--- src/rtl/lut_neuron_array.sv ---
// Array of runtime-loadable per-neuron lookup tables, streamed through a
// 2-stage valid/ready pipeline (S1 = address capture, S2 = table read).
module lut_neuron_lane #(
  parameter int IN_BITS  = 8,
  parameter int OUT_BITS = 1
) (
  input  logic                i_clk,
  input  logic                i_rst,
  input  logic                i_we,
  input  logic [IN_BITS-1:0]  i_waddr,
  input  logic [OUT_BITS-1:0] i_wdata,
  input  logic [IN_BITS-1:0]  i_raddr,
  input  logic                i_ld,
  output logic [OUT_BITS-1:0] o_q
);
  logic [OUT_BITS-1:0] r_mem [2**IN_BITS];
  logic [OUT_BITS-1:0] r_q;

  // Table survives reset; only the output register is cleared.
  always_ff @(posedge i_clk)
    if (i_we) r_mem[i_waddr] <= i_wdata;

  // Asynchronous read sampled on the write edge yields the pre-write value.
  always_ff @(posedge i_clk)
    if (i_rst)     r_q <= '0;
    else if (i_ld) r_q <= r_mem[i_raddr];

  assign o_q = r_q;
endmodule

module lut_neuron_array #(
  parameter int NUM_NEURONS = 4,
  parameter int IN_BITS     = 8,
  parameter int OUT_BITS    = 1,
  parameter int SEL_BITS    = (NUM_NEURONS > 1) ? $clog2(NUM_NEURONS) : 1
) (
  input  logic                            i_clk,
  input  logic                            i_rst,
  input  logic                            i_cfg_we,
  input  logic [SEL_BITS-1:0]             i_cfg_sel,
  input  logic [IN_BITS-1:0]              i_cfg_addr,
  input  logic [OUT_BITS-1:0]             i_cfg_data,
  input  logic                            i_in_valid,
  output logic                            o_in_ready,
  input  logic [NUM_NEURONS*IN_BITS-1:0]  i_in_data,
  output logic                            o_out_valid,
  input  logic                            i_out_ready,
  output logic [NUM_NEURONS*OUT_BITS-1:0] o_out_data
);
  logic                                   w_adv;
  logic                                   w_acc;
  logic [1:0]                             r_vld_pipe;  // [0] = S1, [1] = S2
  logic [NUM_NEURONS-1:0][IN_BITS-1:0]    r_s1_addr;
  logic [NUM_NEURONS-1:0][OUT_BITS-1:0]   w_q;

  assign w_adv      = !r_vld_pipe[1] || i_out_ready;
  assign o_in_ready = w_adv && !i_cfg_we && !i_rst;
  assign w_acc      = i_in_valid && o_in_ready;

  always_ff @(posedge i_clk)
    if (i_rst)      r_vld_pipe <= '0;
    else if (w_adv) r_vld_pipe <= {r_vld_pipe[0], w_acc};

  always_ff @(posedge i_clk)
    if (w_acc) r_s1_addr <= i_in_data;

  // Out-of-range selects match no lane, so the write simply vanishes.
  for (genvar g = 0; g < NUM_NEURONS; g++) begin : g_lane
    lut_neuron_lane #(.IN_BITS(IN_BITS), .OUT_BITS(OUT_BITS)) u_lane (
      .i_clk   (i_clk),
      .i_rst   (i_rst),
      .i_we    (i_cfg_we && (i_cfg_sel == SEL_BITS'(g))),
      .i_waddr (i_cfg_addr),
      .i_wdata (i_cfg_data),
      .i_raddr (r_s1_addr[g]),
      .i_ld    (w_adv && r_vld_pipe[0]),
      .o_q     (w_q[g])
    );
  end

  assign o_out_valid = r_vld_pipe[1];
  assign o_out_data  = w_q;
endmodule

--- config.mk ---
export PLATFORM = sky130hd
export DESIGN_NAME = lut_neuron_array
export DESIGN_NICKNAME = d
export VERILOG_FILES = /design/src/rtl/lut_neuron_array.sv
export SDC_FILE = /design/constraint.sdc
export NUM_CORES = 2
export LEC_CHECK = 0
export CORE_MARGIN = 3
export CORE_UTILIZATION = 30
export CTS_BUF_LIST = sky130_fd_sc_hd__clkbuf_4 sky130_fd_sc_hd__clkbuf_8
export CTS_CLUSTER_DIAMETER = 80
export DETAILED_ROUTE_END_ITERATION = 10
export PLACE_DENSITY = 0.52
export RECOVER_POWER = 100
export SYNTH_ARGS = -nofsm -noshare
export SYNTH_HDL_FRONTEND = slang
export SYNTH_HIERARCHICAL = 1
export SYNTH_SLANG_ARGS = --single-unit
--- constraint.sdc ---
create_clock -name i_clk -period 3.2 [get_ports i_clk]
set_input_delay 0.64 -clock i_clk [delete_from_list [all_inputs] [get_ports i_clk]]
set_output_delay 0.64 -clock i_clk [all_outputs]
set_load 0.02 [all_outputs]
# ---- After elaboration in Yosys (flattened, before gate mapping)
# Memory sizes are Yosys's and may differ from the RTL's. A register that Yosys moved wholly into a read port is not among the register bits.
# Index checks and enable logic that the tools add are counted.
dict set report classes {
  n_eq_ne 3
  n_mux 8
  n_reduce_logical 13
}
# operator count
set op_table {}
lappend op_table {{$logic_and A1 B1 Y1} 8}
lappend op_table {{$mux W1} 8}
lappend op_table {{$eq A2 B2 Y1 const B} 2}
lappend op_table {{$logic_not A1 Y1} 3}
lappend op_table {{$eq A2 B1 Y1 const B} 1}
lappend op_table {{$logic_not A2 Y1} 1}
lappend op_table {{$logic_or A1 B1 Y1} 1}
dict set report word_totals {
  reg_bits 34
  ramBits 1024
  input_bits 48
  out_inout_bits 6
  word_cells 33
  n_memories 4
}
# name depth width rd rd_ports_with_merged_regs write_ports line_no
set mem_list {}
lappend mem_list {{g_lane[0].u_lane.r_mem} 256 1 1 1 1 16} ;# logic [OUT_BITS-1:0] r_mem [2**IN_BITS];
lappend mem_list {{g_lane[1].u_lane.r_mem} 256 1 1 1 1 16}
lappend mem_list {{g_lane[2].u_lane.r_mem} 256 1 1 1 1 16}
lappend mem_list {{g_lane[3].u_lane.r_mem} 256 1 1 1 1 16}

# ---- Depth between registers and ports, before layout
dict set report depth {
  word_depth 5
  mapped_depth 9
  ltp_nobuf 6
}

# ---- By module
# Netlist, hierarchy kept.
# module n_inst cells_per_inst area_per_inst_um2 seq_area_each_um2
set by_module_without_submodules {}
lappend by_module_without_submodules {lut_neuron_lane 4 798 11273.3 7707.4}
lappend by_module_without_submodules {lut_neuron_array 1 48 1089.8 1001.0}

# ---- Worst setup path after synthesis
# OpenSTA, ideal clock, no wires.
dict set report synth_path {
  path_type {input to register}
  startpoint {input i_cfg_we}
  endpoint {register r_s1_addr[0] in the netlist's numbering, enable pin}
  setup_time_ns 0.392
  arrival_time_ns 2.084
  t_required_ns 2.808
  path_slack_ns 0.724
  stages 2
  path_buffers 0
  path_cell_list {nor3_1 > and2_1}
}
dict set report synth_via {
  elab_chain_cells 4
}
# element line_no
set synth_rtl {}
lappend synth_rtl {{start: declaration} 39} ;# input logic i_cfg_we,
lappend synth_rtl {{$logic_not A1 Y1} 57} ;# assign o_in_ready = w_adv && !i_cfg_we && !i_rst;
lappend synth_rtl {{$logic_and A1 B1 Y1 (2 in series)} 57}
lappend synth_rtl {{$logic_and A1 B1 Y1} 58} ;# assign w_acc = i_in_valid && o_in_ready;
lappend synth_rtl {{via w_acc} 51} ;# logic w_acc;
lappend synth_rtl {{end signal: assignment} 65} ;# if (w_acc) r_s1_addr <= i_in_data;
lappend synth_rtl {{end: declaration} 53} ;# logic [NUM_NEURONS-1:0][IN_BITS-1:0] r_s1_addr;
# The timed path passes the listed nets, and every way through them passes these cells.
# A chain may end at the register's enable or synchronous reset.

# ---- Worst setup path in the final report
dict set report layout_path {
  startpoint {input i_cfg_addr[2]}
  endpoint {memory g_lane[1].u_lane.r_mem[11], enable pin}
}
# element line_no
set layout_rtl {}
lappend layout_rtl {{start: declaration} 41} ;# input logic [IN_BITS-1:0] i_cfg_addr,
lappend layout_rtl {{end: declaration} 16}
# No word-level cell before the write port.

==> run summary <==
setup TNS - 0 ps
post-synth cell types - 47
GP Congestion - 0.775
PD cells - 532 nW/um2
Worst Path Arrival - 3430 ps
Clk pwr share - 41.8%
vias per cell - 4.96
Die Wd - 398 um
port bufs - 53
DR WL/cell - 21.5 um
commonest cells after routing, fill and taps aside - nor2_1, edfxtp_1, mux4_2
CTS buffer count - 182
synth warn - 6
Synth Net Count - 3,288
ratio of cells with drive above 1 in the final layout - 17.4%
Slew Viols, Final - 85
combinational fraction of design power - 3.9%
Psw - 6.21 mW
most common cell after layout, fill and taps aside - nor2_1
Seq pwr share - 54.3%
root buffer cell - clkbuf_8
# placed instances - 5,299
register area share after synthesis - 68.9%
Hold/Removal Path Class - in2reg
failing checks - max-capacitance violations, max-slew violations
TritonCTS clock tree - built
multi-input logic area - 13,300 um2
setup violators final - 0
final worst slack - 308 ps
max cap viols - 3
largest net degree at the start of global routing - 158
CP Class - in2reg
FF+latch area - 31,800 um2
Antenna Nets Post-Route - 0
top_reg_cell synth - edfxtp_1
HPWL after DPL - 72,500 um
Syn Std Cell Area - 46,200 um2
VDD IR max - 0.383 mV
post-synthesis register bit count - 1,062
share of flip-flops with an asynchronous set or reset - 0%
Filler cells - 15,000
final worst-path cycle share - 90.4%
CP Capture Type - register
Post-Syn Area per Cell - 14.3 um2
grt ovf - 0
Critical Path RT - 3740 ps
R2R setup slack - 390 ps
DRC viols - 0
Synth-to-Final Area Change - 15.1%
Hold WS - 433 ps
cells after synthesis - 3,240
cts hold-fix bufs - 0
final hold violations - 0
later-pin clock latency in the skew report - 840 ps
Post-Route Utilization - 34.9%
die outline height - 398 um
post-layout min period - 2890 ps
Layout Cells excl Fill - 5,622
setup bufs post-CTS - 0
Reg clk slew, reported paths - 60 ps
skew final - 24.5 ps
CTS H-tree lvls - 4
switch share - 21.9%
I/O pins - 54
Resized Gates After CTS - 0
worst slew pin tran - 2370 ps
via count - 27,900
FMAX - 0.346 GHz
status - finished, violations left
CP Max Fanout - 16
EDFF count, synth - 1,056
final wirelength - 121,000 um
Rel. slew slack - -57.8%
initial core utilization - 30.3%
initial antenna violation count - 3
Internal - 22.1 mW
Max Buffers Root-to-Sink - 3
total leakage power - 15.7 nW
number of global-route vias before repair - 28,600
Nets - 3,501
RSZ-0062 raised after global routing - false
DIE AREA - 159,000 um2
CTS sink count - 1,062
Site Rows - 143
drt first-iter violations - 2,428
first-pass GRT wire length - 182,000 um
startpoint types - input pin
GRT Util Overall - 15.2%
pre-CTS setup slack - 297 ps
router iterations before antenna repair - 7
core area - 152,000 um2
power groups by stage:
stage / Clock, mW / Combinational (mW) / Sequential (mW)
5_1_grt: 12.8 / 1.20 / 15.4
6_report: 11.8 / 1.10 / 15.4
3_3_place_gp: 0 / 1.15 / 15.6
4_1_cts: 12.2 / 1.16 / 15.4
3_5_place_dp: 0 / 1.16 / 15.6
2_1_floorplan: 0 / 0.527 / 15.6
critical path, stage by stage:
cell           delay [ps]
dlygate4sd3_1         760
clkbuf_1              590
nor2_1                230
nand3_1               140
clkbuf_1              930
nor2_1                140
cell families (layout without fill, tap and decap cells):
group	count (synthesis)	in the layout	share of synthesized area (%)
mux	308	308	12.8
other cells	0	3	0
compound gates	217	217	3.32
flops	1062	1062	68.9
simple gates	1417	1417	12.7
buf+inv	236	585	2.26
synth_stat cells, types with 9 or more instances:
cell type / instances / area share, %
and3_1: 9 / 0.12
and2_1: 9 / 0.12
buf_2: 32 / 0.35
o21ai_0: 12 / 0.13
nor3b_1: 13 / 0.21
mux4_2: 224 / 11
nor2_1: 1067 / 8.7
nand3_1: 52 / 0.56
o221ai_1: 16 / 0.30
a21oi_1: 45 / 0.49
edfxtp_1: 1056 / 69
nor2b_1: 52 / 0.70
nand4_1: 16 / 0.22
a22o_1: 36 / 0.68
mux2i_1: 76 / 1.6
a31oi_1: 16 / 0.22
nand2_1: 138 / 1.1
a211oi_1: 28 / 0.46
nand2b_1: 12 / 0.16
nor3_1: 9 / 0.098
clkbuf_1: 168 / 1.4
buf_4: 16 / 0.26
registers in the layout, summed over array words and instances, names as in the netlist:
signal	count
r_vld_pipe	2
r_s1_addr	32
g_lane.u_lane/o_q	4
g_lane.u_lane/r_mem	1024
final timing paths:
kind,depth (start not counted),start,end
worst max register to register,7,r_s1_addr[16],g_lane[2].u_lane/o_q
worst max-delay path,6,i_cfg_addr[2],g_lane[1].u_lane/r_mem[11]
worst min-delay path,1,i_in_data[26],r_s1_addr[26]
worst min register to register,2,r_vld_pipe[0],r_vld_pipe[0]
metrics by stage:
step	area [um2]	power (mW)
after floorplan	46200	16.1
after global placement	50400	16.8
after detailed placement	50400	16.8
after CTS	53900	28.7
after global routing	53200	29.4
final	53200	28.3
layout make-up:
cell class | instances | area share (%)
flip-flops and latches | 1062 | 59.9
multi-input cells | 1942 | 25.0
clock buffers | 245 | 5.68
well taps | 2030 | 4.78
repair buffers | 261 | 3.77
clock inverters | 75 | 0.845
inverters | 4 | 0.0282
diodes | 3 | 0.0141
layer usage:
metal / global-route usage (%) / vias up / part of all wire, %
li1: - / 12500 / -
met1: 20.1 / 14500 / 44
met2: 25.2 / 710 / 49
met3: 2.58 / 214 / 4.9
met4: 5.18 / 2 / 2.8
met5: 0 / - / 0.0058
Note: power is estimated with default switching activity, not from simulation.
